File: config.mk
export PLATFORM = sky130hd
export DESIGN_NAME = pulse_peak_finder
export DESIGN_NICKNAME = d
export VERILOG_FILES = /design/src/rtl/pulse_peak_finder.sv
export SDC_FILE = /design/constraint.sdc
export NUM_CORES = 1
export LEC_CHECK = 0
export CAP_MARGIN = 0
export CORE_ASPECT_RATIO = 1.1
export CORE_MARGIN = 2
export CORE_UTILIZATION = 52
export CTS_BUF_LIST = sky130_fd_sc_hd__clkbuf_2
export DETAILED_ROUTE_END_ITERATION = 6
export PLACE_DENSITY = 0.85
export SETUP_SLACK_MARGIN = 0.05
export SYNTH_ARGS = -nofsm -noshare
export SYNTH_HDL_FRONTEND = slang
export SYNTH_SLANG_ARGS = --single-unit
File: constraint.sdc
create_clock -name clk -period 2.19 [get_ports clk]
set_input_delay 0.438 -clock clk [delete_from_list [all_inputs] [get_ports clk]]
set_output_delay 0.438 -clock clk [all_outputs]
set_load 0.02 [all_outputs]
File: src/rtl/pulse_peak_finder.sv
// Threshold-triggered pulse peak finder: captures peak, peak timestamp and width per pulse.
// Optional pile-up flagging is enabled with `define PEAK_PILEUP_EN.
module pulse_peak_finder #(
    parameter int unsigned DATA_W    = 16,
    parameter int          THRESHOLD = 100,
    parameter int unsigned HOLDOFF   = 4,
    parameter int unsigned TS_W      = 32,
    parameter int unsigned WIDTH_W   = 8,
    parameter int unsigned DROP_W    = 16
) (
    input  logic                     clk,
    input  logic                     reset,
    input  logic signed [DATA_W-1:0] in_data,
    output logic                     out_valid,
    input  logic                     out_ready,
    output logic signed [DATA_W-1:0] out_peak,
    output logic [TS_W-1:0]          out_ts,
    output logic [WIDTH_W-1:0]       out_width,
    output logic                     out_pileup,
    output logic [DROP_W-1:0]        drop_count
);

    localparam int unsigned HO_W = (HOLDOFF > 1) ? $clog2(HOLDOFF) : 1;
    localparam logic [HO_W-1:0] HO_INIT = HO_W'((HOLDOFF > 0) ? HOLDOFF - 1 : 0);
    localparam logic signed [DATA_W-1:0] THR = DATA_W'(THRESHOLD);

    typedef enum logic [1:0] {StIdle, StTrack, StHoldoff} state_e;

    state_e                     state_q, state_d;
    logic [TS_W-1:0]            ts_q;
    logic signed [DATA_W-1:0]   peak_q, peak_d;
    logic [TS_W-1:0]            peak_ts_q, peak_ts_d;
    logic [WIDTH_W-1:0]         width_q, width_d;
    logic [HO_W-1:0]            hcnt_q, hcnt_d;
    logic                       above, emit, load, valid_d;
    logic [DROP_W-1:0]          drop_d;

    assign above = in_data > THR;

    always_comb begin
        state_d   = state_q;
        peak_d    = peak_q;
        peak_ts_d = peak_ts_q;
        width_d   = width_q;
        hcnt_d    = hcnt_q;
        emit      = 1'b0;
        case (state_q)
            StIdle: begin
                if (above) begin
                    state_d   = StTrack;
                    peak_d    = in_data;
                    peak_ts_d = ts_q;
                    width_d   = WIDTH_W'(1);
                end
            end
            StTrack: begin
                if (above) begin
                    if (width_q != '1) width_d = width_q + WIDTH_W'(1);
                    // Strict compare keeps the earliest timestamp on ties.
                    if (in_data > peak_q) begin
                        peak_d    = in_data;
                        peak_ts_d = ts_q;
                    end
                end else begin
                    emit = 1'b1;
                    if (HOLDOFF == 0) begin
                        state_d = StIdle;
                    end else begin
                        state_d = StHoldoff;
                        hcnt_d  = HO_INIT;
                    end
                end
            end
            StHoldoff: begin
                if (hcnt_q == '0) state_d = StIdle;
                else              hcnt_d  = hcnt_q - HO_W'(1);
            end
            default: state_d = StIdle;
        endcase
    end

    // Output register: a pending event blocks new ones unless it is taken on the same edge.
    always_comb begin
        valid_d = out_valid;
        drop_d  = drop_count;
        load    = 1'b0;
        if (emit) begin
            if (!out_valid || out_ready) begin
                load    = 1'b1;
                valid_d = 1'b1;
            end else if (drop_count != '1) begin
                drop_d = drop_count + DROP_W'(1);
            end
        end else if (out_valid && out_ready) begin
            valid_d = 1'b0;
        end
    end

    always_ff @(posedge clk or negedge reset) begin
        if (!reset) begin
            state_q    <= StIdle;
            ts_q       <= '0;
            peak_q     <= '0;
            peak_ts_q  <= '0;
            width_q    <= '0;
            hcnt_q     <= '0;
            out_valid  <= 1'b0;
            out_peak   <= '0;
            out_ts     <= '0;
            out_width  <= '0;
            drop_count <= '0;
        end else begin
            state_q    <= state_d;
            ts_q       <= ts_q + TS_W'(1);
            peak_q     <= peak_d;
            peak_ts_q  <= peak_ts_d;
            width_q    <= width_d;
            hcnt_q     <= hcnt_d;
            out_valid  <= valid_d;
            drop_count <= drop_d;
            if (load) begin
                out_peak  <= peak_q;
                out_ts    <= peak_ts_q;
                out_width <= width_q;
            end
        end
    end

`ifdef PEAK_PILEUP_EN
    logic sticky_q, sticky_d;

    always_comb begin
        sticky_d = sticky_q;
        if (state_q == StHoldoff && above) sticky_d = 1'b1;
        if (emit) sticky_d = 1'b0;
    end

    always_ff @(posedge clk or negedge reset) begin
        if (!reset) begin
            sticky_q   <= 1'b0;
            out_pileup <= 1'b0;
        end else begin
            sticky_q <= sticky_d;
            if (load) out_pileup <= sticky_q;
        end
    end
`else
    assign out_pileup = 1'b0;
`endif

endmodule

==> impl_metrics.toml, run 1 <==
[outcome]
status = "complete, but fails checks"
failed_checks = "setup timing"

[synthesis]
yosys.area_share.adder_pct = 3.25
syn_inst = 650
ys_top_cells_by_count = "dfrtp_1, nand2_1, inv_1"
synthDistinctLibCells = 52
synth_top_family_by_area = "simple AND/OR/NAND/NOR gates"
ys_ff_latch = 165
synth_area_leaders = "dfrtp_1, mux2_4, xnor2_1"
yosysTopAreaCellShare_pct = 53.6
synth_edf_count = 0
yosysSeqAreaShare_pct = 53.6
synth_compound_area_share_pct = 9.28
synthFlopType = "dfrtp_1"
async_flop_share_pct = 100
synthXorXnorAreaFrac_pct = 4.78
synth-simple-area-share_pct = 12.4
synthMuxAreaShare_pct = 10.6
yosysTopAreaCell = "dfrtp_1"
synth.avg_cell_area_um2 = 11.8
synth.cell_area_um2 = 7700
yosysWarnings = 0
synthesis.nets = 689
synth_most_common_cell = "dfrtp_1"

[global_routing]
grt_pass1_wl_um = 31900
first_global_vias = 6314
grt_usage_pct = 25.8
antenna_found_initial = 1
gr-total-overflow = 0
grt_max_degree = 50

[sta]
fin_crit_sh_pct = 120
skew_ns = 0.0243
tightestPinTransition_ns = 0.526
max-slew-margin-rel_pct = 65.0
final-hold-violation-count = 0
setup_ws_ns = -0.448
fmax_ghz = 0.379
rsz0062_at_grt = "true"
setup_viol = 48
drv_slew = 0
post-route-min-period_ns = 2.64
fin_setup_tns_ns = -18.66

[critical_path]
cp_slowest_cell = "or4b_4"
worstPathCellList = "inv_2 > ha_4 > nand4_1 > nor2_1 > a221oi_1 > or4b_4 > a31oi_4 > buf_6 > buf_16 > o32ai_1"
r2r_start = "peak_q[15]"
cp.arrival_ns = 3.29
required_ns = 2.84
crit_buf_inv = 3
crit_family = "simple AND/OR/NAND/NOR gates"
crit_path_start_kind = "flip-flop"
crit_fanout = 10
path_depth = 10
r2r_slack_ns = -0.45
path_class = "flip-flop to flip-flop"
r2r_end = "peak_ts_q[28]"
rr_worst_depth = 10
cp-end-kind = "flip-flop"
critPathMaxStageDelay_ns = 0.53

[placement]
pre_cts_ws_ns = -0.948
gp_congestion = 0.805
dpl_cell_area_um2 = 9320
portBuffers = 91
placed_cells = 960
dp_hpwl_um = 11700

[job]
cap_viol_max_count = 0

[detailed_routing]
wire_per_inst_um = 20.0
via_count = 5867
totalWireLength_um = 20400
drc = 0
drt_first_pass_iters = 6
drtIter0Drc = 556
ant_nets = 0
viasPerCell = 5.77

[finish]
drive_above_1_share_pct = 28.6
area_delta_synth_final_pct = 29.8
nets = 851
nFillCells = 1001
finalNonFillerCells = 1017
final_area_um2 = 10000

[floorplan]
chipWidth_um = 120
start_util_pct = 53.3
chipHeight_um = 132
num_rows = 46
pin_count = 93
core_area_um2 = 14400
die-area_um2 = 15800

[cts]
cts_tree = "built"
cts_root_buf = "clkbuf_2"
clock_sinks = 165
clk_pin_slew_ns = 0.23
clock_latency_ns = 0.76
clockBufferDepth = 2
htree_num_levels = 4
cts-buffers-inserted = 17

[power]
power_density_nw_per_um2 = 893
p_leak_nw = 4.87
power_w = 0.00892
ir_drop_uv = 509

[min_path]
hp-class = "input port to asynchronous set/reset pin"
[power by group]
group	switching (W)	leakage, nW	internal (W)
Sequential	0.000344	2.21	0.00351
Combinational	0.00179	2.51	0.00160
Clock	0.00105	0.151	0.000632
Total	0.00318	4.87	0.00574
[logic make-up after synthesis]
logic type / Yosys count
flops: 165
other cells: 1
simple gates: 183
buf+inv: 96
fa+ha+maj: 20
xor+xnor: 42
compound gates: 84
mux: 59
[area by class of cell]
cell class	instances	area [um2]	share of cell area, %
Sequential cell	165	4130	41.3
Multi-Input combinational cell	394	3520	35.3
Timing Repair Buffer	168	1620	16.2
Inverter	66	248	2.48
Tap cell	192	240	2.40
Clock inverter	11	135	1.35
Clock buffer	20	100	1.00
Antenna cell	1	2.50	0.0250
[stage by stage]
stage,util [%],hold slack (ns)
2_1_floorplan,-,0.142
3_3_place_gp,64.5,0.374
3_5_place_dp,64.5,0.378
4_1_cts,68.2,0.0567
5_1_grt,69.2,0.0958
6_report,69.2,0.118
[state kept, by name, indices dropped and copies added (netlist names), 2 cells and up]
signal,cells
out_ts,32
hcnt_q,2
drop_count,16
out_width,8
peak_ts_q,32
peak_q,16
ts_q,32
state_q,2
out_peak,16
width_q,8
[worst max path at each step]
stage / startpoint / slack (ns) / endpoint
after floorplan: peak_q[14] / -0.18 / peak_q[12]
after global placement: in_data[12] / -0.79 / peak_ts_q[7]
after detailed placement: in_data[12] / -0.95 / peak_ts_q[30]
after CTS: peak_q[5] / -0.29 / peak_q[6]
after global routing: peak_q[15] / -0.52 / peak_q[1]
final: peak_q[15] / -0.45 / peak_ts_q[28]
[metal layers]
metal,global-route usage [%],routed length (um),vias up
met5,0,0,-
met1,31.1,7940,2950
met3,5.51,1230,67
met4,14.9,843,0
li1,-,-,2613
met2,42.6,10400,237
[timing repair]
item | CTS | global route
setup endpoints to repair | 121 | 53
cloned | 9 | 2
resized for setup | 107 | 19
setup buffers | 13 | 2
pin swaps | 13 | 4
hold endpoints to repair | 165 | 0
hold buffers | 1 | 0
[layout by cell type, fill, tap and decap left out, types with 3 or more instances in the layout]
master / netlist / final
clkinv_2: 0 / 5
and3_1: 15 / 15
mux2_4: 40 / 40
clkbuf_2: 0 / 20
o32ai_1: 38 / 20
a21oi_2: 1 / 3
mux2_2: 17 / 17
nand2_1: 74 / 72
ha_4: 0 / 11
o32ai_4: 0 / 4
and4_4: 1 / 5
dlygate4sd2_1: 0 / 73
o21ai_0: 10 / 10
inv_1: 65 / 58
buf_12: 0 / 5
nor2_1: 12 / 12
nor3_1: 8 / 7
bufinv_16: 0 / 3
clkdlybuf4s50_1: 0 / 17
xnor2_1: 41 / 41
o32ai_2: 8 / 22
inv_2: 1 / 8
buf_6: 9 / 10
nand4_1: 16 / 16
buf_4: 8 / 56
buf_16: 0 / 5
nand2b_1: 3 / 3
nand3_1: 31 / 30
a21oi_1: 10 / 8
o31ai_1: 4 / 4
dfrtp_1: 165 / 164
ha_1: 20 / 9
and4_1: 7 / 7
Power figures use the tool's default switching activity.
==> run 2: changes to the inputs <==
- CORE_UTILIZATION: 52 -> 46
- PLACE_DENSITY: 0.85 -> 0.77
==> run 2 against run 1 <==
Via count decreased by 3.5%; maximum frequency grew 2.2%; clock skew is 0.011 ns higher; cell area fell by 1.3%; critical path depth unchanged; first-iteration DRC count is 27% lower; worst setup slack better by 0.057 ns; hold slack improved by 0.067 ns; the flow finishes with violations (DRC, setup timing); power is 0.77% lower; final cell count rose by 0.29%.
==> impl_metrics.toml, run 2 (same netlist as run 1, synthesis figures left out) <==
[outcome]
status = "complete, but fails checks"
failed_checks = "DRC, setup timing"

[sta]
max-slew-margin-rel_pct = 60.8
skew_ns = 0.0354
rsz0062_at_grt = "true"
setup_ws_ns = -0.391
tightestPinTransition_ns = 0.588
setup_viol = 48
fmax_ghz = 0.387
fin_crit_sh_pct = 118
final-hold-violation-count = 0
post-route-min-period_ns = 2.58
drv_slew = 0

[power]
intPower_w = 0.00575
ir_drop_uv = 466
clockPowerShare_pct = 21.4
switching_share_pct = 35.1
p_leak_nw = 4.81
power_frac_comb_pct = 35.2
power_density_nw_per_um2 = 897
power.switching_w = 0.00311
seqPwrFrac_pct = 43.4

[placement]
portBuffers = 91
placed_cells = 972
pre_cts_ws_ns = -0.928
dp_hpwl_um = 11600
gp_congestion = 0.834

[critical_path]
path_depth = 10
critPathMaxStageDelay_ns = 0.55
cp-endpoint = "peak_ts_q[28]"
cp-end-kind = "flip-flop"
cp_slowest_cell = "or4b_4"
worstPathCellList = "inv_2 > ha_4 > nand4_1 > nor2_1 > a221oi_2 > or4b_4 > a31oi_4 > buf_6 > clkbuf_16 > o32ai_1"
path_class = "flip-flop to flip-flop"
rr_worst_depth = 10
crit_start = "peak_q[14]"
r2r_slack_ns = -0.39
cp.arrival_ns = 3.21
r2r_end = "peak_ts_q[28]"
r2r_start = "peak_q[14]"
crit_buf_inv = 3
crit_path_start_kind = "flip-flop"
required_ns = 2.82
crit_fanout = 8
crit_family = "simple AND/OR/NAND/NOR gates"

[floorplan]
chipWidth_um = 127
chipHeight_um = 140
pin_count = 93
start_util_pct = 47.0
die-area_um2 = 17800
num_rows = 49
core_area_um2 = 16400

[finish]
reg.largest.list = "out_ts x32, peak_ts_q x32, ts_q x32"
drive_above_1_share_pct = 27.0
layout_common_cells = "dfrtp_1, nand2_1, dlygate4sd2_1"
finalNonFillerCells = 1020
layout_commonest_cell = "dfrtp_1"
area_delta_synth_final_pct = 28.2
nets = 841
nFillCells = 1303

[cts]
clock_sinks = 165
cts-buffers-inserted = 17
htree_num_levels = 4
clock_latency_ns = 0.75
clockBufferDepth = 2
clk_pin_slew_ns = 0.25
cts_root_buf = "clkbuf_2"
cts_tree = "built"

[detailed_routing]
ant_nets = 0
wire_per_inst_um = 17.7
highest_layer = "met4"
viasPerCell = 5.55
wl_met2_um = 9350
drc = 5
met1_length_um = 7660
drt_first_pass_iters = 7
totalWireLength_um = 18100
drtIter0Drc = 406
wl_met3_um = 625
via_count = 5663

[global_routing]
antenna_found_initial = 1
first_global_vias = 5871
gr-total-overflow = 0
grt_pass1_wl_um = 29000
grt_max_degree = 61
grt_usage_pct = 20.2

[min_path]
hp-class = "input port to asynchronous set/reset pin"

[job]
cap_viol_max_count = 0
-- run 2: layout make-up --
| cell class | instances | area [um2] | area share (%) |
|---|---|---|---|
| antenna | 1 | 2.50 | 0.0254 |
| clock buffer | 18 | 90.1 | 0.913 |
| clock inverter | 14 | 199 | 2.02 |
| inverter | 66 | 248 | 2.51 |
| multi-input combinational | 392 | 3440 | 34.9 |
| sequential | 165 | 4130 | 41.8 |
| tap | 204 | 255 | 2.59 |
| timing repair buffer | 160 | 1500 | 15.2 |
-- run 2: repair_timing --
action                                  in CTS  in global routing
endpoints found under the hold margin       63                  0
buffers inserted                             5                  3
resized for setup                           85                 23
endpoints found under the setup margin     121                 48
hold buffers                                 1                  0
cloned                                       2                  4
pin swaps                                    2                 10
-- run 2: power by group through the flow --
stage | registers (W) | logic (W) | clock network, W
after floorplan | 0.00413 | 0.00152 | 0
after global placement | 0.00388 | 0.00289 | 0
after detailed placement | 0.00391 | 0.00300 | 0
after CTS | 0.00385 | 0.00294 | 0.00193
after global routing | 0.00392 | 0.00336 | 0.00205
final | 0.00385 | 0.00311 | 0.00189
-- run 2: through the flow --
step | cell area, um2 | hold slack (ns) | total power (W) | TNS, ns | utilization [%]
CTS | 9630 | 0.156 | 0.00872 | -13.12 | 58.8
global route | 9870 | 0.188 | 0.00932 | -21.28 | 60.3
finish | 9870 | 0.185 | 0.00886 | -16.86 | 60.3
global placement | 9330 | 0.445 | 0.00676 | -87.96 | 57.0
detailed placement | 9330 | 0.457 | 0.00691 | -91.35 | 57.0
floorplan | 7870 | 0.142 | 0.00565 | -5.38 | -
-- run 2: worst min-delay path by stage --
stage               slack [ns]  start             to
floorplan                 0.14  reset  drop_count[0]
global placement          0.45  reset    out_peak[8]
detailed placement        0.46  reset    out_peak[9]
CTS                       0.16  reset    out_peak[9]
global route              0.19  reset    out_peak[9]
finish                    0.19  reset    out_peak[9]
-- run 2: worst reg2reg max path, cell delays in order (launching register included) --
cell       delay [ns]
dfrtp_1          0.45
inv_2            0.08
ha_4             0.20
nand4_1          0.14
nor2_1           0.09
a221oi_2         0.27
or4b_4           0.55
a31oi_4          0.27
buf_6            0.16
clkbuf_16        0.17
o32ai_1          0.09
-- run 2: per-layer routing --
layer  up-vias  global-route usage [%]
met5         -                       0
met4         0                    8.21
met3        38                    3.84
met2       134                    35.1
met1      2877                    24.8
li1       2614                       -
